$ cat config.mk
export PLATFORM = sky130hd
export DESIGN_NAME = regfile_write_arbiter
export DESIGN_NICKNAME = d
export VERILOG_FILES = /design/src/rtl/regfile_write_arbiter_pkg.sv /design/src/rtl/regfile_preset_rom.sv /design/src/rtl/regfile_write_arbiter.sv
export SDC_FILE = /design/constraint.sdc
export NUM_CORES = 1
export LEC_CHECK = 0
export ABC_AREA = 1
export CAP_MARGIN = 10
export CORE_MARGIN = 1.5
export CORE_UTILIZATION = 43
export CTS_CLUSTER_DIAMETER = 50
export DETAILED_ROUTE_END_ITERATION = 12
export GPL_TIMING_DRIVEN = 0
export HOLD_SLACK_MARGIN = 0.1
export PLACE_DENSITY = 0.85
export REMOVE_ABC_BUFFERS = 1
export SETUP_SLACK_MARGIN = 0.02
export SYNTH_ARGS = -nofsm -noshare
export SYNTH_HDL_FRONTEND = slang
export SYNTH_SLANG_ARGS = --single-unit
$ cat constraint.sdc
create_clock -name clock -period 3.6 [get_ports clock]
set_input_delay 1.08 -clock clock [delete_from_list [all_inputs] [get_ports clock]]
set_output_delay 1.08 -clock clock [all_outputs]
set_load 0.05 [all_outputs]
$ cat src/rtl/regfile_write_arbiter_pkg.sv
// Shared definitions for the register-file write arbiter: sequencer states,
// special-register indices and the fixed preset values.
package regfile_write_arbiter_pkg;

  typedef enum logic {
    INIT,
    RUN
  } arb_state_e;

  localparam int DL_IDX    = 27;
  localparam int SP_IDX    = 28;
  localparam int GP_IDX    = 29;
  localparam int AP_IDX    = 30;
  localparam int RTRUE_IDX = 31;

  localparam int DL_INIT    = 0;
  localparam int AP_INIT    = 0;
  localparam int RTRUE_INIT = 1;

  localparam int PRESET_CNT = 5;
  localparam int IDX_W      = 3;

endpackage

$ cat src/rtl/regfile_preset_rom.sv
// Combinational lookup from preset sequence index to the special register
// address and its power-on value.
module regfile_preset_rom
  import regfile_write_arbiter_pkg::*;
#(
  parameter int DATA_W  = 32,
  parameter int ADDR_W  = 5,
  parameter int SP_INIT = 48,
  parameter int GP_INIT = 49
) (
  input  logic [IDX_W-1:0]  idx,
  output logic [ADDR_W-1:0] addr,
  output logic [DATA_W-1:0] data
);

  // NOTE: every output gets a default before the case so no latch is inferred
  // for index values outside the table.
  always_comb begin
    addr = '0;
    data = '0;
    case (idx)
      3'd0: begin addr = ADDR_W'(DL_IDX);    data = DATA_W'(DL_INIT);    end
      3'd1: begin addr = ADDR_W'(SP_IDX);    data = DATA_W'(SP_INIT);    end
      3'd2: begin addr = ADDR_W'(GP_IDX);    data = DATA_W'(GP_INIT);    end
      3'd3: begin addr = ADDR_W'(AP_IDX);    data = DATA_W'(AP_INIT);    end
      3'd4: begin addr = ADDR_W'(RTRUE_IDX); data = DATA_W'(RTRUE_INIT); end
      default: ;
    endcase
  end

endmodule

$ cat src/rtl/regfile_write_arbiter.sv
// Owner of the register file write port: writes the special-register presets
// after reset, then arbitrates between core writeback and the I/O unit.
module regfile_write_arbiter
  import regfile_write_arbiter_pkg::*;
#(
  parameter int DATA_W   = 32,
  parameter int ADDR_W   = 5,
  parameter int MAX_WAIT = 4,
  parameter int SP_INIT  = 48,
  parameter int GP_INIT  = 49
) (
  input  logic              clock,
  input  logic              reset,
  input  logic              wb_valid,
  input  logic [ADDR_W-1:0] wb_addr,
  input  logic [DATA_W-1:0] wb_data,
  output logic              wb_stall,
  input  logic              io_valid,
  input  logic [ADDR_W-1:0] io_addr,
  input  logic [DATA_W-1:0] io_data,
  output logic              io_ready,
  output logic              rf_we,
  output logic [ADDR_W-1:0] rf_addr,
  output logic [DATA_W-1:0] rf_data,
  output logic              init_done
);

  localparam int CNT_W = (MAX_WAIT > 0) ? $clog2(MAX_WAIT + 1) : 1;
  localparam logic [CNT_W-1:0] WAIT_MAX = CNT_W'(MAX_WAIT);
  localparam logic [IDX_W-1:0] LAST_IDX = IDX_W'(PRESET_CNT - 1);

  arb_state_e        state;
  logic [IDX_W-1:0]  idx;
  logic [CNT_W-1:0]  wait_cnt;
  logic              io_win;
  logic              wb_win;
  logic [ADDR_W-1:0] rom_addr;
  logic [DATA_W-1:0] rom_data;

  regfile_preset_rom #(
    .DATA_W (DATA_W),
    .ADDR_W (ADDR_W),
    .SP_INIT(SP_INIT),
    .GP_INIT(GP_INIT)
  ) u_preset_rom (
    .idx (idx),
    .addr(rom_addr),
    .data(rom_data)
  );

  // Handshakes are masked while reset is held so neither requester believes
  // it was accepted by a write that the reset is about to discard.
  always_comb begin
    io_win   = 1'b0;
    wb_win   = 1'b0;
    wb_stall = wb_valid;
    io_ready = 1'b0;
    if (!reset) begin
      wb_stall = 1'b1;
    end else if (state == RUN) begin
      io_win   = io_valid && (!wb_valid || wait_cnt == WAIT_MAX);
      wb_win   = wb_valid && !io_win;
      wb_stall = wb_valid && !wb_win;
      io_ready = io_win;
    end
  end

  // NOTE: state is updated with non-blocking assignments so every register
  // samples the pre-edge values, independent of statement order.
  always_ff @(posedge clock or negedge reset) begin
    if (!reset) begin
      state     <= INIT;
      idx       <= '0;
      wait_cnt  <= '0;
      rf_we     <= 1'b0;
      rf_addr   <= '0;
      rf_data   <= '0;
      init_done <= 1'b0;
    end else if (state == INIT) begin
      rf_we    <= 1'b1;
      rf_addr  <= rom_addr;
      rf_data  <= rom_data;
      wait_cnt <= '0;
      if (idx == LAST_IDX) begin
        state     <= RUN;
        init_done <= 1'b1;
      end else begin
        idx <= idx + 1'b1;
      end
    end else begin
      rf_we <= io_win || wb_win;
      if (io_win) begin
        rf_addr <= io_addr;
        rf_data <= io_data;
      end else if (wb_win) begin
        rf_addr <= wb_addr;
        rf_data <= wb_data;
      end
      // Counts consecutive denials only; any break in the request restarts it.
      if (io_valid && !io_win) begin
        if (wait_cnt != WAIT_MAX) wait_cnt <= wait_cnt + 1'b1;
      end else begin
        wait_cnt <= '0;
      end
    end
  end

endmodule

# [After elaboration in Yosys (flattened, before gate mapping)]
# Cells that the tools add are included.
# Widths: inputs -> output; s select.
[classes] add_sub_neg=2 eq_ne=8 mux=20 n_bitwise=2 reduce_logical=13
[op_table] cell="$mux 32" count=3
[op_table] cell="$pmux 5 s5" count=1
[op_table] cell="$pmux 6 s3" count=1
[op_table] cell="$mux 5" count=3
[op_table] cell="$mux 1" count=9
[op_table] cell="$mux 3" count=3
[op_table] cell="$add 3x1->3 const B" count=2
[op_table] cell="$eq 3x2->1 const B" count=2
[op_table] cell="$eq 3x3->1 const B" count=2
[op_table] cell="$logic_and 1x1->1" count=4
[op_table] cell="$logic_not 1->1" count=4
[op_table] cell="$reduce_and 2->1" count=2
[op_table] cell="$eq 3x1->1 const B" count=1
[op_table] cell="$logic_not 3->1" count=1
[op_table] cell="$ne 3x1->1 const B" count=1
[op_table] cell="$ne 3x2->1 const B" count=1
[op_table] cell="$ne 3x3->1 const B" count=1
[op_table] cell="$logic_or 1x1->1" count=2
[op_table] cell="$not 1->1" count=2
[word_totals] ff_bits=46 input_bits=78 output_inout_bits=41 word_cells=52

# [Depth between registers and ports, before layout]
[logic_depth] depth_word=10 depth_mapped=10 ltp_nobuf=8

# [Cells and area by module]
# A second synthesis with hierarchy kept.
[hier_totals] cells_unflattened=534 hier_area_um2=3384.5
[modules_own_cells] module="regfile_write_arbiter" instances=1 cells_per_inst=486 area_per_inst_um2=3076.7 seq_area_each_um2=1151.1
[modules_own_cells] module="regfile_preset_rom" instances=1 cells_per_inst=48 area_per_inst_um2=307.8 seq_area_each_um2=0.0

# [Least setup slack after synthesis]
# OpenSTA, ideal clock, no wires.
[synth_timing] kind="input to output" from="in reset" to="out io_ready" t_arrival_ns=1.768 required_time_ns=2.520 path_slack_ns=0.752 stages=5 path_buffers=1 cell_sequence="inv_1 nor2_8 nand2_4 inv_2 buf_2"
[synth_via] elab_chain_cells=1
[synth_lines] item="start, declared" line_no="regfile_write_arbiter.sv:13" source="input logic reset,"
[synth_lines] item="$mux 1" line_no="regfile_write_arbiter.sv:58" source="if (!reset) begin"
[synth_lines] item="end, declared" line_no="regfile_write_arbiter.sv:21" source="output logic io_ready,"
# Every way passes these cells.

# [Worst setup path in the final report]
[layout_timing] from="in io_valid" to="out io_ready"
[layout_via] elab_chain_cells=3
[layout_lines] item="start, declared" line_no="regfile_write_arbiter.sv:18" source="input logic io_valid,"
[layout_lines] item="$logic_and 1x1->1" line_no="regfile_write_arbiter.sv:61" source="io_win = io_valid && (!wb_valid || wait_cnt == WAIT_MAX);"
[layout_lines] item="$mux 1" line_no="regfile_write_arbiter.sv:60" source="end else if (state == RUN) begin"
[layout_lines] item="$mux 1" line_no="regfile_write_arbiter.sv:58"
# Every way passes these cells.

==> run_results.csv <==
group,metric,value,unit
status,status,"complete, no violations",
route,drc,0,
clock_network,htreeDepth,2,
grt,grt_pass1_vias,2363,
setup_path,r2r-start,"state",
route,wl_per_cell,14.00,um
pwr,cellLeakagePower,1.735,nW
route,vias_per_cell,4.916,
setup_path,worstSetupPathType,"primary input to output port",
final_layout,n_fill_cell,413,
setup_path,start_kind,"primary input",
setup_path,cp.arrival,2.44,ns
placement,place.detailed.hpwl,4.590,mm
placement,portBuffers,118,
floorplan,num_rows,26,
setup_path,cp_max_fo,30,
timing,period_minus_slack,3.518,ns
synthesis,ys_seq_elements,46,
floorplan,coreArea,5238,um^2
grt,antenna_found_initial,0,
min_path,hp-class,"register to register",
synthesis,synth_ff_type,"dfrtp_1",
clock_network,clock_sinks,46,
clock_network,numCtsBuffers,5,
timing,max_slew_margin,0.2180,
timing,hold_viol_final,0,
timing,tns,0,ns
clock_network,root_buffer,"clkbuf_8",
clock_network,clock_path_buffers,2,
clock_network,tritoncts,"built",
timing,worst_pin_slew,1.161,ns
floorplan,design.die.area,6005,um^2
timing,whs,0.4904,ns
synthesis,synthCells,303,
min_path,min_delay_path_depth,2,
setup_path,end_kind,"output port",
synthesis,synth_area,2386,um^2
floorplan,die_y,77.49,um
setup_path,rrSetupSlack,1.57,ns
grt,grt_overflow,0,
run,drv_cap,0,
final_layout,area_growth,59.73,%
pwr,power.total,0.001533,W
synthesis,synth_area_per_cell,7.875,um^2
final_layout,antenna_cells,0,
synthesis,synth_edf_count,0,
route,antenna_left,0,
min_path,hold_start,"rf_data[25]",
synthesis,synth-seq-area-share,0.4824,
final_layout,stdcell_area,3811,um^2
clock_network,postCtsHoldBufs,0,
final_layout,drive_gt1_frac,0.06413,
pwr,powerDensity,402.3,nW/um^2
timing,slew_viol_final,0,
grt,grt_max_degree,31,
timing,finalCritPeriodShare,0.9774,
setup_path,required,2.52,ns
route,drt-total-wl,6.872,mm
placement,place_area,3590,um^2
final_layout,nets,504,
floorplan,die_w,77.49,um
grt,grt.total_usage,0.2337,
clock_network,cts.clk_slew.worst_paths,0.08,ns
synthesis,synthArstFlopShare,1.000,
timing,fmax,0.2842,GHz
route,dr.pass1.iters,4,
grt,grt_first_pass_wirelength,11.07,mm
synthesis,yosysUniqueCellTypes,25,
floorplan,initial_core_util,0.4556,
setup_path,reg2reg_to,"rf_addr[3]",
route,routed-via-count,2414,
min_path,worstHoldEndpoint,"rf_data[25]",
timing,clock_skew,0.004778,ns
pwr,ir_drop,0.2733,mV
timing,setup_violations,0,
setup_path,rr_worst_depth,5,
floorplan,ios,119,
placement,gp_congestion,0.8268,
synthesis,ys.warnings.count,0,
clock_network,clk_latency,0.29,ns
route,dr.first_iter.drc_count,126,
timing,grt_setup_unrepaired,"no",
[worst max path at each step]
stage              from       end  depth (start not counted)
2_1_floorplan     reset  io_ready                          4
3_3_place_gp      reset  io_ready                          6
3_5_place_dp      reset  io_ready                          7
4_1_cts        io_valid  io_ready                          6
5_1_grt        io_valid  io_ready                          6
6_report       io_valid  io_ready                          6
[sequential cells by signal (all words and copies together), names as in the netlist]
name	flops
idx	3
rf_addr	5
rf_we	1
init_done	1
wait_cnt	3
state	1
rf_data	32
[stage by stage]
step                setup slack, ns  cells  utilization
finish                      0.08152    491       0.7277
detailed placement           -1.234    478       0.6854
global placement             -3.043    476       0.6792
global route                0.03870    491       0.7277
CTS                        -0.01983    488       0.7198
floorplan                    0.5651    288            -
[repair_timing]
| action | CTS | global route |
|---|---|---|
| gates resized for setup | 16 | 2 |
| setup buffers | 0 | 2 |
| gates cloned | 2 | 1 |
| pin swaps | 1 | 2 |
| setup endpoints to repair | 2 | 2 |
[per-layer routing]
metal	share of wire	GRT usage	up-vias
li1	-	-	1205
met1	0.41	0.2707	1119
met2	0.52	0.4316	81
met3	0.060	0.05647	9
met4	0.013	0.05455	0
met5	0	0	-
[where the power goes]
part           switching [W]  internal (W)  total [W]  leakage, nW
logic               0.000344      0.000225   0.000569         1.13
registers          0.0000323      0.000575   0.000607        0.549
clock network       0.000164      0.000194   0.000358       0.0575
total               0.000540      0.000993    0.00153         1.74
[area by class of cell]
cell class,count,area [um^2],share of cell area
repair buffers,123,1260,0.3306
flip-flops and latches,46,1151,0.3020
multi-input cells,213,1060,0.2781
inverters,31,142.6,0.03743
clock buffers,8,110.1,0.02889
well taps,70,87.58,0.02298
[synth_stat cells (2+ instances only)]
cell type  number  area [um^2]
nand2_1        62        232.7
dfrtp_1        46         1151
nor2_1         42        157.7
o21ai_0        41        205.2
inv_1          30        112.6
o21ai_1        23        115.1
nand3_1        19        95.09
clkbuf_1        6        22.52
ha_1            6        75.07
a21oi_1         5        25.02
buf_2           4        20.02
a21oi_2         3        26.28
buf_4           2        15.01
nand2_2         2        12.51
xor2_1          2        17.52
[kinds of logic (layout without fill, tap and decap cells)]
logic type | Yosys count | in the layout | synth area share
simple gates | 130 | 132 | 0.2302
compound gates | 73 | 73 | 0.1589
flops | 46 | 46 | 0.4824
buf+inv | 46 | 162 | 0.08966
fa+ha+maj | 6 | 6 | 0.03146
xor+xnor | 2 | 2 | 0.007343
[placed cells by master (no fill, tap or decap), types with 2 or more instances in the layout]
| cell | count |
|---|---|
| a21oi_1 | 5 |
| clkbuf_8 | 8 |
| nand3_1 | 19 |
| buf_4 | 4 |
| clkdlybuf4s50_1 | 115 |
| nor2_1 | 41 |
| a21oi_2 | 3 |
| inv_1 | 30 |
| ha_1 | 6 |
| xor2_1 | 2 |
| o21ai_1 | 23 |
| dfrtp_1 | 46 |
| nand2_4 | 3 |
| nand2_1 | 62 |
| o21ai_0 | 41 |
[worst max-delay path: stages]
cell and delay (ns):
clkdlybuf4s50_1 0.54, nand2_2 0.12, nor2_8 0.22, nand2_8 0.14, clkinv_16 0.12, buf_4 0.20
Note: power is estimated with default switching activity, not from simulation.
